## src/rtl/reg_file_sb_pkg.sv

```systemverilog
// Shared types and sizes for the register file and its write scoreboard.
// No logic, no latency, no flow control.
package reg_file_sb_pkg;
    typedef logic [4:0] reg_add_t;

    localparam int NUM_REGS = 32;
    localparam int SB_CNT_W = 2;
    localparam logic [SB_CNT_W-1:0] SB_CNT_MAX = 2'd3;
endpackage

```

## src/rtl/reg_file_sb_if.sv

```systemverilog
// Issue and retire events seen by the scoreboard; the pipeline drives them and the scoreboard consumes.
// Pure wiring: zero latency, no backpressure of its own (the stall comes back separately).
interface reg_file_sb_if;
    import reg_file_sb_pkg::*;

    logic     issue;
    logic     issue_regwrite;
    reg_add_t issue_rd_add;
    logic     wb_regwrite;
    reg_add_t wb_rd_add;

    modport master (output issue, issue_regwrite, issue_rd_add, wb_regwrite, wb_rd_add);
    modport slave  (input  issue, issue_regwrite, issue_rd_add, wb_regwrite, wb_rd_add);
endinterface

```

## src/rtl/reg_scoreboard.sv

```systemverilog
// Per-register count of issued-but-unretired writes; busy is combinational, counts update at the edge.
// Never backpressures; over/underflow holds the count and sets a sticky error.
module reg_scoreboard
    import reg_file_sb_pkg::*;
(
    input  logic                clk,
    input  logic                rst_n,
    reg_file_sb_if.slave        req,
    output logic [NUM_REGS-1:0] busy_o,
    output logic                err_o
);
    logic [SB_CNT_W-1:0] cnt_q [NUM_REGS];
    logic [SB_CNT_W-1:0] cnt_d [NUM_REGS];
    logic                err_q;
    logic                err_d;
    logic                inc;
    logic                dec;

    always_comb begin
        cnt_d  = cnt_q;
        err_d  = err_q;
        busy_o = '0;
        inc    = 1'b0;
        dec    = 1'b0;
        for (int r = 1; r < NUM_REGS; r++) begin
            inc = req.issue & req.issue_regwrite & (req.issue_rd_add == reg_add_t'(r));
            dec = req.wb_regwrite & (req.wb_rd_add == reg_add_t'(r));
            // The last pending write retiring now is served by the WB bypass.
            busy_o[r] = (cnt_q[r] != '0) & !((cnt_q[r] == SB_CNT_W'(1)) & dec);
            if (inc && !dec) begin
                if (cnt_q[r] == SB_CNT_MAX) err_d = 1'b1;
                else                        cnt_d[r] = cnt_q[r] + 1'b1;
            end else if (dec && !inc) begin
                if (cnt_q[r] == '0) err_d = 1'b1;
                else                cnt_d[r] = cnt_q[r] - 1'b1;
            end
        end
    end

    always_ff @(posedge clk) begin
        if (!rst_n) begin
            for (int r = 0; r < NUM_REGS; r++) cnt_q[r] <= '0;
            err_q <= 1'b0;
        end else begin
            cnt_q <= cnt_d;
            err_q <= err_d;
        end
    end

    assign err_o = err_q;
endmodule

```

## src/rtl/reg_file_sb.sv

```systemverilog
// Architectural register file with write-first WB bypass and RAW-hazard scoreboard; reads are 0-cycle.
// Backpressure is ID_stall_o: high while a used source has a write in flight not retiring this cycle.
module reg_file_sb
    import reg_file_sb_pkg::*;
#(
    parameter int DATA_WIDTH = 32
) (
    input  logic                  clk,
    input  logic                  rst_n,
    input  reg_add_t              ID_rs1_add_i,
    input  reg_add_t              ID_rs2_add_i,
    input  logic                  ID_rs1_used_i,
    input  logic                  ID_rs2_used_i,
    input  logic                  ID_issue_i,
    input  logic                  ID_issue_regwrite_i,
    input  reg_add_t              ID_issue_rd_add_i,
    input  logic                  WB_regwrite_i,
    input  reg_add_t              WB_rd_add_i,
    input  logic [DATA_WIDTH-1:0] WB_data_write_reg_i,
    output logic [DATA_WIDTH-1:0] ID_rs1_data_o,
    output logic [DATA_WIDTH-1:0] ID_rs2_data_o,
    output logic                  ID_stall_o,
    output logic                  SB_err_o
);
    logic [DATA_WIDTH-1:0] regs_q [NUM_REGS];
    logic [NUM_REGS-1:0]   busy;

    reg_file_sb_if sb_req ();

    assign sb_req.issue          = ID_issue_i;
    assign sb_req.issue_regwrite = ID_issue_regwrite_i;
    assign sb_req.issue_rd_add   = ID_issue_rd_add_i;
    assign sb_req.wb_regwrite    = WB_regwrite_i;
    assign sb_req.wb_rd_add      = WB_rd_add_i;

    reg_scoreboard u_sb (
        .clk    (clk),
        .rst_n  (rst_n),
        .req    (sb_req.slave),
        .busy_o (busy),
        .err_o  (SB_err_o)
    );

    // Entry 0 is reset and never written, so it always reads as zero.
    always_ff @(posedge clk) begin
        if (!rst_n) begin
            for (int r = 0; r < NUM_REGS; r++) regs_q[r] <= '0;
        end else if (WB_regwrite_i && (WB_rd_add_i != '0)) begin
            regs_q[WB_rd_add_i] <= WB_data_write_reg_i;
        end
    end

    assign ID_rs1_data_o = (ID_rs1_add_i == '0) ? '0 :
                           (WB_regwrite_i && (WB_rd_add_i == ID_rs1_add_i)) ? WB_data_write_reg_i :
                           regs_q[ID_rs1_add_i];
    assign ID_rs2_data_o = (ID_rs2_add_i == '0) ? '0 :
                           (WB_regwrite_i && (WB_rd_add_i == ID_rs2_add_i)) ? WB_data_write_reg_i :
                           regs_q[ID_rs2_add_i];

    assign ID_stall_o = (ID_rs1_used_i & busy[ID_rs1_add_i]) |
                        (ID_rs2_used_i & busy[ID_rs2_add_i]);
endmodule
```

## config.mk

```make
export PLATFORM = sky130hd
export DESIGN_NAME = reg_file_sb
export DESIGN_NICKNAME = d
export VERILOG_FILES = /design/src/rtl/reg_file_sb_pkg.sv /design/src/rtl/reg_file_sb_if.sv /design/src/rtl/reg_scoreboard.sv /design/src/rtl/reg_file_sb.sv
export SDC_FILE = /design/constraint.sdc
export NUM_CORES = 2
export LEC_CHECK = 0
export CAP_MARGIN = 20
export CORE_ASPECT_RATIO = 0.75
export CORE_MARGIN = 2
export CORE_UTILIZATION = 55
export DETAILED_ROUTE_END_ITERATION = 16
export MAX_ROUTING_LAYER = met4
export PLACE_DENSITY = 0.73
export SYNTH_ARGS = -nofsm -noshare
export SYNTH_HDL_FRONTEND = slang
export SYNTH_SLANG_ARGS = --single-unit
```

## constraint.sdc

```tcl
create_clock -name clk -period 10 [get_ports clk]
set_clock_uncertainty 0.2 [all_clocks]
set_input_delay 2.5 -clock clk [delete_from_list [all_inputs] [get_ports clk]]
set_output_delay 2.5 -clock clk [all_outputs]
set_load 0.02 [all_outputs]
```

==> run summary <==
The switching part of the total power is 0.259. The most used flip-flop cell after synthesis is edfxtp_1. Setup total negative slack on the finished layout was measured at 0 ns. The worst register-to-register path has a depth of 8. The count of input and output buffers is 124. CTS built an H-tree with a depth of 3. The tools report the total routing resource utilization after global routing as 0.372. The worst min-delay path class was reg -> reg. The combinational cell fraction of total power came out at 0.141. Setup repair after global routing left no endpoint under its margin. After detailed routing, the number of vias per cell comes to 7.11. For the switching power of the nets, the log shows 2.81 mW. The slew at the pin closest to its max-slew limit works out to 1.21 ns. For the number of global-route vias before repair, the log shows 40,300.

In this run, post-CTS repair resized a total of 0 instances. The number of maximum-capacitance constraint violations came out at 0. The run gives 7,113 as the starting DRC count in detailed routing. The largest single stage delay on the critical path is 0.87 ns.

Average cell area after synthesis: 14.2 um2. The tools report the end point of the worst hold path as u_sb.cnt_q[57]. The run gives 64,700 um2 as the total placed instance area.

The routed length on met1 came out at 73.6 mm. After detailed routing, the met2 layer carries 89.7 mm of wire. The analysis attributes to cell leakage a power of 23.5 nW. Derived from the worst setup path, the maximum achievable clock frequency is 108 MHz. The fraction of final layout cells sized beyond drive strength 1 is 0.225, and the logic depth of the worst path, buffers included is 7.

Highest net fanout along the worst path: 45. The worst-case IR drop observed on VDD is 0.133 mV. The placeable core region came out at 111,000 um2. After synthesis, the most frequently instantiated cells are edfxtp_1 (1,024), and2_1 (997), mux4_2 (605), clkbuf_1 (307), nor2_1 (244). The area fraction in compound gates after synthesis is 0.0337, and the flop-to-flop setup slack is 7.39 ns.

By instance count, the cell type seen most on the critical path is clkdlybuf4s50_1. Once placement completed, the tool counted placed cells totaling 5,670. In this run the top signal layer used is met4. The synthesis-to-finish area growth is 10.7%. Most instantiated library cell after synthesis: edfxtp_1. By area, the combinational part of the netlist is dominated by multiplexers. The endpoint identified for the worst register-to-register timing path is u_sb.err_o. The critical path required time is 7.30 ns, and the critical path arrival is 6.53 ns.

The share of synthesized cell area in and, or, nand and nor gates is 0.145. The critical path in this run is classified as in -> out. The distinct cell type count after synthesis is 72, and the power after layout is 10.9 mW.

The run gives 0.519 as the register area share after synthesis. The number of enable-type register cells in the synthesized netlist came out at 1,024. Ranked by total cell area, the synthesized netlist is headed by edfxtp_1 (50%), mux4_2 (22%), and2_1 (10%), dfxtp_1 (2.0%), mux2i_1 (1.9%).

After detailed routing, the number of remaining DRC violations is 0. In this run the remaining antenna-violating nets after routing total 0. The critical path goes through clkdlybuf4s50_1, xor2_1, nor4_1, nand3_4, buf_4, a211oi_1, clkdlybuf4s50_1.

The detail-routed net length per standard cell works out to 35.0 um. The sort of element at the end of the critical path was an output port. The xor/xnor cell area share of the yosys netlist was 0.00753; the post-CTS repair timing setup buffer count was 0.

The run gives 0.366 as the share of total power in the clock network. Kind of cell adding the most delay to the critical path: buffers and inverters. The post-synthesis adder-cell area fraction was 0.0189; the clock latency on the worst-skew pair was 0.73 ns. The die is 294 um tall. 125 I/O pins were placed. In this run the critical register-to-register path is launched from u_sb.cnt_q[27].

STA classifies the critical path startpoint as an input port. Summing over every cut layer, the via total after detailed routing is 41,900. Total setup violations reported at the end of the flow: 0. Counting the buffers created by CTS gives 109. The first global-routing pass estimated 292 mm of wire.

In the synthesized netlist, the number of instances is 4,356. Cell internal power was estimated by the tool at 8.04 mW. The final worst-path cycle share is 0.923.

The remaining global-route overflow was 0; the chip width was 391 um. Summed over all nets, the half-perimeter wirelength after detailed placement is 113 mm. The buffer depth of the longest clock path was 3. Yosys printed 0 warnings. The fraction of synthesized cell area taken by the top area cell type is 0.499. After floorplanning, the core was divided into 106 placement rows. The overall routed net length was 206 mm; the routed wire length on met3 was 33.4 mm. The final design utilization was 0.614. The startpoint identified for the worst hold timing path is u_sb.cnt_q[57].

The number of synthesized register bits came out at 1,087. Power spread over the standard cell area amounts to 159 nW/um2. The proportion of synthesized flip-flops having asynchronous set or reset is 0. Time the final worst path needs with I/O delays and setup: 9.23 ns. The die covers 115,000 um2. The relative max-transition margin is 0.192, and the share of power burned in registers is 0.492. The number of detailed-routing iterations run before antenna repair came out at 6. Routability-driven placement finished with a final weighted congestion of 0.991.

Counting instances, the worst hold path has a depth of 2. The share of cell area taken by muxes after synthesis is 0.242, and the final design instance area without fill is 68,300 um2. The logs give 5,890 for the final instance count without filler cells and 0 for the hold buffer count at CTS. The mapped cell area came out at 61,600 um2.

The flow ran to the end, and the final reports show no timing, DRC or antenna violations. The effective utilization at floorplan is 0.554, and the net count reported at finish is 4,482. Number of slew-limit violations in the final report: 0.

The number of failing hold endpoints at the final stage was 0; the pin count of the biggest net entering global routing was 95. For this design, the slowest cell found on the critical path is a211oi_1. The initial antenna violation count was 22. The run gives 1,087 as the clock net sink count. The biggest area contributor in the post-synthesis netlist is edfxtp_1.

In this run the clock root is driven by a clkbuf_16. TritonCTS built the clock tree. The CTS clock-pin slew for the worst setup and hold paths was 0.06 ns; the total buffers and inverters traversed by the critical path was 3.
cell usage in the layout, fill, tap and decap left out, types with 93 or more instances in the layout:
cell / instances
ha_1: 93
clkbuf_16: 117
nand2_1: 94
edfxtp_1: 1024
mux2i_1: 119
clkdlybuf4s50_1: 113
and2_1: 997
buf_4: 116
nor2_1: 212
mux4_2: 605
metal layers:
layer,global-route usage,up-vias
met4,0.143,0
met3,0.126,643
li1,-,16500
met2,0.524,3661
met1,0.501,21100
met5,-,-
cell type report:
cell class,instances,area (um2)
clock buffers,134,2890
fillers,8156,43000
diodes,11,27.5
inverters,80,303
flip-flops and latches,1087,32000
multi-input cells,2793,28200
clock inverters,68,458
repair buffers,259,2570
well taps,1458,1820
power groups by stage:
stage / combinational (mW) / sequential, mW / clock [mW]
2_1_floorplan: 0.942 / 5.39 / 0
3_3_place_gp: 1.48 / 5.41 / 0
3_5_place_dp: 1.49 / 5.43 / 0
4_1_cts: 1.49 / 5.33 / 3.98
5_1_grt: 1.57 / 5.36 / 4.15
6_report: 1.53 / 5.34 / 3.98
registers in the layout, indices dropped and copies added, names as in the netlist:
name and flops:
u_sb.err_o 1, regs_q 1024, u_sb.cnt_q 62
how the worst max path moves through the flow:
stage	slack, ns	end	startpoint
6_report	0.77	ID_rs2_data_o[19]	WB_rd_add_i[1]
5_1_grt	0.67	ID_rs2_data_o[19]	WB_rd_add_i[1]
4_1_cts	0.90	ID_rs2_data_o[19]	WB_rd_add_i[1]
3_5_place_dp	0.89	ID_rs2_data_o[19]	WB_rd_add_i[1]
3_3_place_gp	0.97	ID_rs2_data_o[19]	WB_rd_add_i[1]
2_1_floorplan	2.76	ID_rs1_data_o[20]	ID_rs1_add_i[0]
cells by family (layout without fill, tap and decap cells):
kind of cell,Yosys count,after routing
AO/OA/AOI/OAI,310,310
XOR/XNOR,53,53
adder cells (fa/ha/maj),93,93
buffers and inverters,507,541
flip-flops,1087,1087
multiplexers,735,735
other,1,43
AND/OR/NAND/NOR,1570,1570
worst min-delay path: stages (launching register included):
cell	delay [ns]
dfxtp_1	0.35
a21oi_1	0.07
nor2_1	0.07
stage by stage:
stage	setup WS (ns)	hold slack, ns
final	0.772	0.326
after global routing	0.675	0.352
after CTS	0.904	0.331
after detailed placement	0.894	0.315
after global placement	0.973	0.299
after floorplan	2.76	0.281
No activity file was read; power rests on OpenSTA's default activity.
